$ cat src/rtl/sobel_ap_ctrl.sv
// Purpose: CSR window and ap_ctrl_hs start/done sequencer for the Sobel core, with run stats and watchdog.
// Latency: bus_ack_o combinational, read data one cycle after ack; ap_start_o one cycle after a START write.
// Backpressure: none on the bus (every hit is acked at once); ap_start_o holds until the core returns ap_ready_i.
module sobel_ap_ctrl #(
  parameter logic [31:0] BASE_ADDR   = 32'h00000010,
  parameter logic [31:0] WDT_CYCLES  = 32'd0,
  parameter int unsigned SRST_CYCLES = 16
) (
  input  logic        clk_i,
  input  logic        arst_n_i,
  input  logic        bus_req_i,
  input  logic        bus_we_i,
  input  logic [31:0] bus_addr_bi,
  input  logic [3:0]  bus_be_bi,
  input  logic [31:0] bus_wdata_bi,
  output logic        bus_ack_o,
  output logic        bus_resp_o,
  output logic [31:0] bus_rdata_bo,
  output logic        ap_start_o,
  output logic        ap_rst_o,
  input  logic        ap_ready_i,
  input  logic        ap_done_i,
  input  logic        ap_idle_i,
  output logic        irq_o
);

  localparam int SW = (SRST_CYCLES > 1) ? $clog2(SRST_CYCLES) : 1;
  localparam logic [SW-1:0] SRST_LAST = SW'(SRST_CYCLES - 1);

  typedef enum logic [1:0] {S_IDLE, S_START, S_WAIT_DONE, S_FAULT} state_t;

  state_t        state_q, state_d;
  logic [31:0]   cnt_q, cnt_d;
  logic [31:0]   cycles_q, cycles_d;
  logic [31:0]   runs_q, runs_d;
  logic [SW-1:0] srst_q, srst_d;
  logic          done_q, done_d;
  logic          err_q, err_d;
  logic          tmo_q, tmo_d;
  logic          ie_q, ie_d;
  logic          irq_q;
  logic          resp_q;
  logic [31:0]   rdata_q;
  logic [31:0]   rd_val;

  logic        hit, rd_req, wr_ctrl, wr_start, wr_clr, busy, wdt_hit;
  logic [31:0] cnt_inc;
  logic        unused_bits;

  // Byte enables, sub-word address bits and upper CTRL data bits carry no meaning here.
  assign unused_bits = ^{bus_be_bi, bus_addr_bi[1:0], bus_wdata_bi[31:3]};

  assign hit       = bus_req_i && (bus_addr_bi[31:4] == BASE_ADDR[31:4]);
  assign rd_req    = hit && !bus_we_i;
  assign wr_ctrl   = hit && bus_we_i && (bus_addr_bi[3:2] == 2'd0);
  assign wr_start  = wr_ctrl && bus_wdata_bi[0];
  assign wr_clr    = wr_ctrl && bus_wdata_bi[1];
  assign busy      = (state_q != S_IDLE);
  assign cnt_inc   = (&cnt_q) ? cnt_q : cnt_q + 32'd1;
  assign wdt_hit   = (WDT_CYCLES != 32'd0) && (cnt_q == WDT_CYCLES - 32'd1);

  assign bus_ack_o    = hit;
  assign bus_resp_o   = resp_q;
  assign bus_rdata_bo = rdata_q;
  assign ap_start_o   = (state_q == S_START);
  assign ap_rst_o     = (state_q == S_FAULT);
  assign irq_o        = irq_q;

  // Next-state and register updates; CLR is applied before any set so a set in the same cycle wins.
  always_comb begin
    state_d  = state_q;
    cnt_d    = cnt_q;
    cycles_d = cycles_q;
    runs_d   = runs_q;
    srst_d   = srst_q;
    done_d   = done_q;
    err_d    = err_q;
    tmo_d    = tmo_q;
    ie_d     = ie_q;
    if (wr_clr) begin
      done_d = 1'b0;
      err_d  = 1'b0;
      tmo_d  = 1'b0;
    end
    if (wr_ctrl) ie_d = bus_wdata_bi[2];
    case (state_q)
      S_IDLE: begin
        if (wr_start) begin
          state_d = S_START;
          cnt_d   = '0;
          done_d  = 1'b0;
        end
      end
      S_START, S_WAIT_DONE: begin
        if (wr_start) err_d = 1'b1;
        cnt_d = cnt_inc;
        // ap_ctrl_hs never raises done before the start was taken, so done alone completes the run.
        if (ap_done_i) begin
          state_d  = S_IDLE;
          cycles_d = cnt_inc;
          runs_d   = runs_q + 32'd1;
          done_d   = 1'b1;
        end else if (wdt_hit) begin
          state_d  = S_FAULT;
          cycles_d = WDT_CYCLES;
          tmo_d    = 1'b1;
          srst_d   = '0;
        end else if (state_q == S_START && ap_ready_i) begin
          state_d = S_WAIT_DONE;
        end
      end
      S_FAULT: begin
        if (wr_start) err_d = 1'b1;
        srst_d = srst_q + SW'(1);
        if (srst_q == SRST_LAST) begin
          state_d = S_IDLE;
          srst_d  = '0;
        end
      end
      default: state_d = S_IDLE;
    endcase
  end

  // Read mux over the current register values.
  always_comb begin
    rd_val = '0;
    case (bus_addr_bi[3:2])
      2'd0: rd_val = {29'b0, ie_q, 2'b0};
      2'd1: rd_val = {27'b0, err_q, tmo_q, ap_idle_i, done_q, busy};
      2'd2: rd_val = cycles_q;
      2'd3: rd_val = runs_q;
      default: rd_val = '0;
    endcase
  end

  // State and CSR registers; irq follows the next DONE/IE so CLR drops it one cycle later.
  always_ff @(posedge clk_i or negedge arst_n_i) begin
    if (!arst_n_i) begin
      state_q  <= S_IDLE;
      cnt_q    <= '0;
      cycles_q <= '0;
      runs_q   <= '0;
      srst_q   <= '0;
      done_q   <= 1'b0;
      err_q    <= 1'b0;
      tmo_q    <= 1'b0;
      ie_q     <= 1'b0;
      irq_q    <= 1'b0;
    end else begin
      state_q  <= state_d;
      cnt_q    <= cnt_d;
      cycles_q <= cycles_d;
      runs_q   <= runs_d;
      srst_q   <= srst_d;
      done_q   <= done_d;
      err_q    <= err_d;
      tmo_q    <= tmo_d;
      ie_q     <= ie_d;
      irq_q    <= ie_d & done_d;
    end
  end

  // Read response one cycle after the acked read; data is forced to zero outside a response.
  always_ff @(posedge clk_i or negedge arst_n_i) begin
    if (!arst_n_i) begin
      resp_q  <= 1'b0;
      rdata_q <= '0;
    end else begin
      resp_q  <= rd_req;
      rdata_q <= rd_req ? rd_val : '0;
    end
  end

endmodule

$ cat config.mk
export PLATFORM = sky130hd
export DESIGN_NAME = sobel_ap_ctrl
export DESIGN_NICKNAME = d
export VERILOG_FILES = /design/src/rtl/sobel_ap_ctrl.sv
export SDC_FILE = /design/constraint.sdc
export NUM_CORES = 1
export LEC_CHECK = 0
export BUFFER_PORTS_ARGS = -buffer_cell sky130_fd_sc_hd__buf_2
export CAP_MARGIN = 20
export CORE_ASPECT_RATIO = 2
export CORE_MARGIN = 1
export CORE_UTILIZATION = 30
export DETAILED_ROUTE_END_ITERATION = 8
export PLACE_DENSITY = 0.46
export SLEW_MARGIN = 30
export SYNTH_ARGS = -nofsm -noshare
export SYNTH_HDL_FRONTEND = slang
export SYNTH_SLANG_ARGS = --single-unit
$ cat constraint.sdc
create_clock -name clk_i -period 3.2 [get_ports clk_i]
set_input_delay 0.32 -clock clk_i [delete_from_list [all_inputs] [get_ports clk_i]]
set_output_delay 0.32 -clock clk_i [all_outputs]
set_load 0.02 [all_outputs]
==> results of run 1 <==
synth_stat cells (all sizes together), types with 5 or more instances:
| library cell | count | share of area |
|---|---|---|
| xor2 | 8 | 0.010 |
| inv | 17 | 0.0091 |
| and4 | 7 | 0.0089 |
| xnor2 | 43 | 0.054 |
| nand2b | 7 | 0.0062 |
| clkbuf | 32 | 0.017 |
| o21ai | 48 | 0.034 |
| or3 | 10 | 0.0096 |
| nand3 | 29 | 0.022 |
| a21oi | 25 | 0.018 |
| nand4 | 23 | 0.021 |
| or4 | 5 | 0.0061 |
| o31ai | 6 | 0.0064 |
| buf | 7 | 0.0061 |
| a31oi | 39 | 0.035 |
| nand2 | 75 | 0.040 |
| mux2 | 6 | 0.0096 |
| nor2 | 58 | 0.031 |
| nor3 | 13 | 0.0093 |
| ha | 7 | 0.012 |
| mux2i | 34 | 0.048 |
| and2 | 6 | 0.0053 |
| dfrtp | 139 | 0.49 |
| nor4 | 16 | 0.014 |
| and3 | 13 | 0.012 |
cells in the final DEF, fill, tap and decap left out, types with 22 or more instances in the layout:
| cell type | synthesis | final |
|---|---|---|
| nand3_1 | 27 | 27 |
| buf_4 | 1 | 27 |
| buf_2 | 4 | 75 |
| nand4_1 | 22 | 22 |
| dfrtp_1 | 139 | 139 |
| o21ai_0 | 47 | 47 |
| a21oi_1 | 25 | 25 |
| a31oi_1 | 39 | 39 |
| mux2i_1 | 34 | 34 |
| nand2_1 | 75 | 75 |
| xnor2_1 | 43 | 43 |
| nor2_1 | 58 | 58 |
logic make-up after synthesis:
family,Yosys count,share of synthesized area
AO/OA/AOI/OAI,153,0.1379
XOR/XNOR,51,0.06353
adder cells (fa/ha/maj),7,0.01246
buffers and inverters,56,0.03257
flip-flops,139,0.4948
multiplexers,41,0.06122
AND/OR/NAND/NOR,273,0.1975
how the worst max path moves through the flow:
stage / slack (ps) / end / cells past startpoint / start
finish: 590 / cycles_q[14]$_DFFE_PN0P_ / 7 / cnt_q[0]$_DFFE_PN0P_
global route: 400 / cycles_q[14]$_DFFE_PN0P_ / 7 / cnt_q[0]$_DFFE_PN0P_
CTS: 600 / cycles_q[14]$_DFFE_PN0P_ / 7 / cnt_q[0]$_DFFE_PN0P_
detailed placement: 410 / cnt_q[10]$_DFFE_PN0P_ / 7 / bus_addr_bi[5]
global placement: 440 / cnt_q[7]$_DFFE_PN0P_ / 7 / bus_addr_bi[5]
floorplan: 1020 / cycles_q[23]$_DFFE_PN0P_ / 7 / cnt_q[5]$_DFFE_PN0P_
where the power goes:
part | internal (uW) | total [uW] | switching, uW
registers | 1970 | 2190 | 226
logic | 611 | 1760 | 1150
clock network | 1180 | 1910 | 735
layout make-up:
type / instances / share of cell area
well taps: 280 / 0.04167
inverters: 17 / 0.007590
repair buffers: 105 / 0.07367
multi-input cells: 525 / 0.3966
flip-flops and latches: 139 / 0.4138
clock inverters: 7 / 0.01101
clock buffers: 23 / 0.05566
worst reg2reg max path: stages, from the launching register on:
cell     delay (ps)
dfrtp_1         470
ha_1            290
nand4_1         290
nor3_1          500
buf_4           230
o21ai_0         220
or3_1           370
a31oi_1         160
per-stage QoR:
step | utilization | cell area (um^2) | total power, uW | instances | setup slack [ps]
2_1_floorplan | - | 7030 | 3234 | 720 | 1021
3_5_place_dp | 0.3431 | 7836 | 3986 | 1065 | 406.1
3_3_place_gp | 0.3431 | 7836 | 3953 | 1065 | 435.3
4_1_cts | 0.3681 | 8407 | 5920 | 1096 | 595.2
5_1_grt | 0.3681 | 8407 | 6181 | 1096 | 400.2
6_report | 0.3681 | 8407 | 5860 | 1096 | 590.0
flip-flops by register name, indices dropped and copies added (netlist names):
register	count
cnt_q	32
runs_q	32
srst_q	4
bus_rdata_bo	32
bus_resp_o	1
cycles_q	32
state_q	2
done_q	1
irq_o	1
err_q	1
ie_q	1
layer usage:
layer	GRT usage	wire, um
met4	0.1237	1109
met3	0.02595	539
met2	0.3213	11010
met1	0.2023	7893
met5	0	0
==> impl_metrics.csv, run 1 <==
group,metric,value,unit
grt,gr-total-overflow,0,
setup_path,critPathCaptureType,"flop",
min_path,min_path_type,"primary input to flop",
clock_network,clock_path_buffers,2,
timing,fmax,0.3831,GHz
synthesis,synth_nets,802,
setup_path,crit_type,"flop to flop",
synthesis,async_flop_share,1.000,
setup_path,r2r_start,"cnt_q[0]$_DFFE_PN0P_",
pwr,ir_worst_vdd,0.0004522,V
clock_network,cts_inserted_buffers,17,
drt,drtAntennaViolNets,0,
timing,finalCritPeriodShare,0.8156,
floorplanning,die_width,110.2,um
clock_network,hold_buffers,1,
clock_network,post_cts_buffers,0,
setup_path,cp_cell_sequence,"ha_1 > nand4_1 > nor3_1 > buf_4 > o21ai_0 > or3_1 > a31oi_1",
drt,wirelength,20560,um
layout,ff_latch_area,3478,um^2
timing,worst_pin_slew,810.2,ps
timing,rsz0062_at_grt,"false",
synthesis,netlist_instances,720,
drt,vias,5832,
setup_path,r2r_end,"cycles_q[14]$_DFFE_PN0P_",
timing,setup_viol,0,
synthesis,synth_warnings,0,
clock_network,cts_resized,0,
drt,drc,0,
min_path,hold_depth,3,
drt,drt_pass1_iterations,5,
setup_path,worstPathMaxFanout,7,
setup_path,cp-start-kind,"flop",
grt,gr-usage-all-layers,0.1847,
synthesis,synth_edf_count,0,
synthesis,yosys_register_bits,139,
clock_network,h-tree-depth,4,
grt,first_global_vias,6015,
setup_path,ff2ff_path_depth,7,
drt,drt_iter0_markers,348,
place,dp_hpwl,15460,um
synthesis,syn-cell-area,7030,um^2
timing,finalHoldViolCount,0,
setup_path,slowest_stage,"nor3_1",
synthesis,synth_ff_type,"dfrtp_1",
min_path,hold_start,"bus_wdata_bi[2]",
grt,antenna_found_initial,0,
layout,syn_to_final_growth,19.58,%
drt,drt-wirelength-per-cell,18.75,um
clock_network,cts_sinks,139,
floorplanning,die_h,218.5,um
setup_path,critical_path_required,3550,ps
clock_network,cts_tree,"yes",
timing,skew,10.95,ps
setup_path,rrSetupSlack,590,ps
grt,grt_max_degree,86,
floorplanning,die_area,24090,um^2
layout,drive_above_1_share,0.1875,
layout,multi_input_area,3334,um^2
timing,period_minus_slack,2610,ps
setup_path,worst-path-buf-inv,1,
layout,antennaDiodeCount,0,
synthesis,synth.distinct_cells,65,
layout,n_fill_cell,2367,
timing,maxSlewHeadroom,0.4578,
layout,nets,887,
min_path,whs_endpoint,"ie_q$_DFF_PN0_",
flow_run,max-cap-violations,0,
timing,setup-tns-final,0,ps
clock_network,clock_latency,430,ps
setup_path,slowest_delay,500,ps
floorplanning,placeableCoreArea,22840,um^2
grt,grt_pass1_wl,33330,um
drt,vias_per_cell,5.321,
synthesis,postSynthAreaPerCell,9.765,um^2
setup_path,crit_family,"simple AND/OR/NAND/NOR gates",
clock_network,cts-root-buf,"clkbuf_16",
run_status,status,"finished, final reports clean",
floorplanning,initial_core_util,0.3079,
clock_network,clkTransAtPathRegs,60,ps
floorplanning,rows,78,
pwr,p_leak,0.003636,uW
place,portBuffers,76,
place,gp_congestion,0.9087,
setup_path,arrival,2960,ps
timing,slew_violations,0,
timing,hold_ws,111.0,ps
pwr,powerDensity,697.0,nW/um^2
synthesis,synth-seq-area-share,0.4947,
floorplanning,num_io_pins,112,
No activity file was read; power rests on OpenSTA's default activity.
==> inputs of run 2 (changes only) <==
ABC_AREA = 1   (was unset)
PLACE_DENSITY = 0.47   (was 0.46)
clock period = 2.24 ns   (was 3.2 ns; I/O delays follow)
==> run 2 against run 1 <==
  * Register-to-register slack worse by 360 ps
  * Sequential cell count is the same
  * First-iteration DRC count fell by 21%
  * Area after synthesis rose by 4.6%
  * Highest routed layer unchanged
  * Critical path depth up 4
  * Critical path type unchanged
  * Setup slack got worse by 360 ps
==> impl_metrics.csv, run 2 <==
group,metric,value,unit
timing,slew_violations,0,
timing,rsz0062_at_grt,"false",
synthesis,syn-cell-area,7352,um^2
setup_path,worst-path-buf-inv,3,
setup_path,crit_family,"simple AND/OR/NAND/NOR gates",
floorplanning,rows,80,
pwr,p_leak,0.004298,uW
layout,syn_to_final_growth,17.95,%
synthesis,synth.distinct_cells,32,
clock_network,h-tree-depth,4,
layout,nets,1141,
timing,setup-tns-final,0,ps
grt,antenna_found_initial,0,
pwr,ir_worst_vdd,0.0005491,V
setup_path,worstPathMaxFanout,4,
synthesis,postSynthAreaPerCell,7.517,um^2
setup_path,rrSetupSlack,230,ps
timing,finalHoldViolCount,0,
place,dp_hpwl,16250,um
place,gp_congestion,0.8849,
floorplanning,initial_core_util,0.3073,
drt,drt_iter0_markers,276,
clock_network,clock_path_buffers,2,
synthesis,async_flop_share,1.000,
clock_network,cts-root-buf,"clkbuf_16",
drt,vias_per_cell,4.687,
synthesis,synth_ff_type,"dfrtp_1",
layout,drive_above_1_share,0.1390,
clock_network,post_cts_buffers,0,
timing,fmax,0.4974,GHz
grt,grt_pass1_wl,34890,um
grt,first_global_vias,6665,
clock_network,clkTransAtPathRegs,60,ps
run_status,status,"finished, final reports clean",
min_path,min_path_type,"primary input to flop",
grt,gr-usage-all-layers,0.1846,
layout,mostFrequentLayoutCell,"nand2_1",
timing,period_minus_slack,2010,ps
clock_network,cts_sinks,139,
pwr,powerDensity,692.3,nW/um^2
setup_path,critical_path_required,2560,ps
setup_path,slowest_stage,"dfrtp_1",
synthesis,synth_area_leaders,"dfrtp_1 47%, nand2_1 19%, nor2_1 6.3%",
synthesis,yosys_register_bits,139,
setup_path,r2r_end,"runs_q[22]$_DFFE_PN0P_",
drt,drt-wirelength-per-cell,15.85,um
floorplanning,die_h,223.4,um
min_path,hold_depth,3,
timing,skew,13.26,ps
drt,drtAntennaViolNets,0,
setup_path,cp-start-kind,"flop",
min_path,hold_start,"bus_wdata_bi[2]",
timing,setup_viol,0,
synthesis,synth_nets,1060,
layout,final_cell_mix,"378 x nand2_1, 139 x dfrtp_1, 123 x nor2_1",
synthesis,synth_edf_count,0,
timing,worst_pin_slew,641.0,ps
floorplanning,num_io_pins,112,
clock_network,clock_latency,430,ps
floorplanning,die_area,25170,um^2
grt,grt_max_degree,69,
synthesis,synth_area_leader_cell,"dfrtp_1",
floorplanning,placeableCoreArea,23920,um^2
synthesis,synth_warnings,0,
setup_path,ff2ff_path_depth,11,
clock_network,cts_tree,"yes",
timing,finalCritPeriodShare,0.8975,
layout,antennaDiodeCount,0,
setup_path,crit_type,"flop to flop",
min_path,whs_endpoint,"ie_q$_DFF_PN0_",
place,place_area,8083,um^2
synthesis,yosys.area.top_type_share,0.4731,
layout,fin_area,8672,um^2
setup_path,r2r_start,"state_q[1]$_DFFE_PN0P_",
setup_path,slowest_delay,380,ps
setup_path,cp_cell_sequence,"inv_1 > ha_1 > nand2_4 > inv_2 > nand4_2 > nor2_1 > nand2_1 > inv_1 > nand3_1 > o21ai_1 > nand2_1",
timing,maxSlewHeadroom,0.5688,
setup_path,critPathCaptureType,"flop",
clock_network,cts_inserted_buffers,17,
setup_path,arrival,2330,ps
synthesis,synth-seq-area-share,0.4731,
synthesis,synth.most_common_cell,"nand2_1",
drt,wirelength,21540,um
drt,vias,6369,
synthesis,synth_commonest_cells,"378 x nand2_1, 139 x dfrtp_1, 124 x nor2_1",
drt,drt_pass1_iterations,4,
grt,gr-total-overflow,0,
flow_run,max-cap-violations,0,
place,portBuffers,76,
synthesis,netlist_instances,978,
drt,drc,0,
floorplanning,die_width,112.7,um
==> run 2: how the worst max path moves through the flow <==
stage,from,to,cells past startpoint
global route,state_q[1]$_DFFE_PN0P_,runs_q[22]$_DFFE_PN0P_,11
detailed placement,state_q[1]$_DFFE_PN0P_,runs_q[22]$_DFFE_PN0P_,11
global placement,state_q[1]$_DFFE_PN0P_,runs_q[22]$_DFFE_PN0P_,11
finish,state_q[1]$_DFFE_PN0P_,runs_q[22]$_DFFE_PN0P_,11
CTS,state_q[1]$_DFFE_PN0P_,runs_q[22]$_DFFE_PN0P_,11
floorplan,state_q[0]$_DFFE_PN0P_,runs_q[22]$_DFFE_PN0P_,12
==> run 2: cell type report <==
type	count	area [um^2]
clock inverter	12	122.6
tap	287	359.1
inverter	73	274.0
fill	2561	15250
multi-input combinational	732	3392
sequential	139	3478
timing repair buffer	96	589.3
clock buffer	20	456.7
==> run 2: layer usage <==
metal	vias to the layer above	part of all wire	GRT usage
met5	-	0	0
met4	0	0.065	0.1351
met3	71	0.018	0.02472
met2	132	0.55	0.3479
met1	2919	0.36	0.1802
li1	3247	-	-
==> run 2: power breakdown <==
group	switching (uW)	internal [uW]	total, uW
clock	1090	1680	2780
sequential	112	2730	2840
combinational	213	177	391
==> run 2: logic make-up (layout without fill, tap and decap cells) <==
family | count (synthesis) | in the layout | synth area share
AO/OA/AOI/OAI | 71 | 71 | 0.05531
adder cells (fa/ha/maj) | 7 | 7 | 0.01191
AND/OR/NAND/NOR | 613 | 613 | 0.3450
buffers and inverters | 107 | 201 | 0.06586
flip-flops | 139 | 139 | 0.4731
XOR/XNOR | 41 | 41 | 0.04884
==> run 2: repair_timing <==
action	in CTS	in global routing
setup endpoints to repair	0	1
hold buffers	1	0
hold endpoints to repair	25	0
resized for setup	0	1
==> run 2: metrics by stage <==
| stage | instances | hold slack [ps] | utilization | setup WS [ps] | power (uW) |
|---|---|---|---|---|---|
| floorplan | 978 | -71.59 | - | 409.2 | 3110 |
| global placement | 1326 | 121.6 | 0.3379 | 202.8 | 3270 |
| detailed placement | 1326 | 127.9 | 0.3379 | 175.6 | 3288 |
| CTS | 1359 | 45.90 | 0.3625 | 175.4 | 6107 |
| global route | 1359 | 89.75 | 0.3625 | 51.43 | 6292 |
| finish | 1359 | 68.71 | 0.3625 | 229.5 | 6004 |
==> run 2: worst register-to-register path, delay by kind of cell (launching register included) <==
kind            cells  cell delay [ps]
compound gates      1              170
simple gates        6              740
flops               1              380
buf+inv             3              300
fa+ha+maj           1              340
==> inputs of run 3 (changes only) <==
CORE_MARGIN = 2   (was 1)
==> run 3 against run 2 <==
  * Hold slack worse by 11 ps
  * Via count is 1.2% higher
  * Critical endpoint unchanged
  * Largest cell class unchanged
  * Combinational power hardly changed
  * Setup slack better by 19 ps
  * Total power hardly changed
  * Highest routed layer unchanged
  * Sequential cell count stayed put
  * Die area is 2.7% higher
  * Final area is 0.43% lower
==> impl_metrics.csv, run 3 (synthesized netlist as in run 2, its figures left out) <==
group,metric,value,unit
grt,grt_pass1_wl,33810,um
pwr,p_leak,0.004288,uW
floorplanning,die_h,225.4,um
grt,first_global_vias,6537,
setup_path,critical_path_required,2550,ps
drt,vias,6445,
setup_path,ff2ff_path_depth,11,
drt,vias_per_cell,4.742,
timing,rsz0062_at_grt,"false",
layout,n_fill_cell,2581,
clock_network,cts-root-buf,"clkbuf_16",
setup_path,crit_family,"simple AND/OR/NAND/NOR gates",
clock_network,cts_tree,"yes",
timing,period_minus_slack,1991,ps
drt,drt_iter0_markers,337,
timing,worst_pin_slew,575.0,ps
clock_network,clkTransAtPathRegs,70,ps
flow_run,max-cap-violations,0,
floorplanning,die_area,25850,um^2
layout,final_cell_mix,"378 x nand2_1, 139 x dfrtp_1, 123 x nor2_1",
clock_network,cts_inserted_buffers,17,
place,dp_hpwl,15060,um
timing,slew_violations,0,
timing,maxSlewHeadroom,0.6167,
setup_path,rrSetupSlack,250,ps
pwr,powerDensity,695.6,nW/um^2
setup_path,arrival,2300,ps
setup_path,crit_type,"flop to flop",
drt,drt-wirelength-per-cell,15.09,um
clock_network,h-tree-depth,4,
grt,grt_max_degree,70,
clock_network,clock_latency,430,ps
clock_network,clock_path_buffers,2,
place,portBuffers,76,
clock_network,cts_sinks,139,
layout,drive_above_1_share,0.1384,
setup_path,cp-start-kind,"flop",
floorplanning,num_io_pins,112,
layout,syn_to_final_growth,17.44,%
pwr,total_power,6006,uW
floorplanning,rows,81,
setup_path,slowest_delay,400,ps
setup_path,r2r_start,"state_q[0]$_DFFE_PN0P_",
setup_path,cp_num_cells,11,
drt,dr_wl_met2,9920,um
layout,nets,1138,
place,gp_congestion,0.8537,
drt,top_layer,"met4",
drt,wl_met3,906,um
layout,fin_util,0.3565,
setup_path,endpoint,"runs_q[22]$_DFFE_PN0P_",
grt,antenna_found_initial,0,
setup_path,worstPathMaxFanout,4,
setup_path,slowest_stage,"dfrtp_1",
setup_path,critPathCaptureType,"flop",
setup_path,worst-path-buf-inv,3,
floorplanning,initial_core_util,0.3035,
drt,drtAntennaViolNets,0,
layout,mostFrequentLayoutCell,"nand2_1",
floorplanning,placeableCoreArea,24220,um^2
grt,gr-total-overflow,0,
drt,drt_pass1_iterations,5,
drt,wirelength,20500,um
timing,finalHoldViolCount,0,
timing,skew,10.27,ps
timing,fmax,0.5022,GHz
drt,wl_met1,8990,um
timing,setup_viol,0,
grt,gr-usage-all-layers,0.1687,
timing,setup-tns-final,0,ps
run_status,status,"finished, final reports clean",
layout,antennaDiodeCount,0,
timing,finalCritPeriodShare,0.8889,
floorplanning,die_width,114.7,um
setup_path,r2r_end,"runs_q[22]$_DFFE_PN0P_",
min_path,min_path_type,"primary input to flop",
setup_path,setup.worst_path.start,"state_q[0]$_DFFE_PN0P_",
pwr,ir_worst_vdd,0.0004878,V
drt,drc,0,
setup_path,cp_cell_sequence,"inv_1 > ha_1 > nand2_4 > inv_2 > nand4_2 > nor2_1 > nand2_1 > inv_1 > nand3_1 > o21ai_0 > nand2_1",
==> run 3: worst min path at each step <==
| stage | start | cells after the start | endpoint | slack, ps |
|---|---|---|---|---|
| finish | bus_wdata_bi[2] | 3 | ie_q$_DFF_PN0_ | 60 |
| global route | bus_wdata_bi[2] | 3 | ie_q$_DFF_PN0_ | 70 |
| CTS | bus_wdata_bi[2] | 3 | ie_q$_DFF_PN0_ | 50 |
| detailed placement | arst_n_i | 1 | runs_q[22]$_DFFE_PN0P_ | 240 |
| global placement | arst_n_i | 1 | runs_q[25]$_DFFE_PN0P_ | 240 |
| floorplan | arst_n_i | 0 | bus_rdata_bo[0]$_DFF_PN0_ | -70 |
==> run 3: area by class of cell <==
class                      count  area, um^2  area share
timing repair buffer          93       554.3     0.06419
tap                          290       362.8     0.04202
multi-input combinational    732        3395      0.3931
sequential                   139        3478      0.4028
clock inverter                13       117.6     0.01362
inverter                      73       274.0     0.03173
clock buffer                  19       452.9     0.05246
==> run 3: per-layer routing <==
| metal | GRT usage | vias up |
|---|---|---|
| met4 | 0.06646 | 0 |
| li1 | - | 3240 |
| met2 | 0.2840 | 139 |
| met1 | 0.2106 | 3033 |
| met3 | 0.03335 | 33 |
| met5 | 0 | - |
==> run 3: repair_timing <==
action	in CTS	in global routing
hold endpoints to repair	51	0
endpoints found under the setup margin	0	1
resized for setup	0	1
hold buffers	1	0
setup buffers	0	0
==> run 3: through the flow <==
step	cells	area (um^2)	setup slack (ps)	hold WS [ps]
4_1_cts	1359	8632	198.0	52.66
3_3_place_gp	1326	8051	255.9	237.5
2_1_floorplan	978	7352	409.2	-71.59
3_5_place_dp	1326	8051	232.0	243.8
6_report	1359	8635	248.8	57.71
5_1_grt	1359	8635	3.091	65.84
==> run 3: power by group <==
group	internal [uW]	total (uW)	switching, uW
registers	2730	2860	135
clock network	1590	2750	1160
logic	178	393	215
==> run 3: tightest hold or removal path, cell delays in order <==
cell,delay [ps]
buf_2,80
nand3_1,60
nand2_1,90
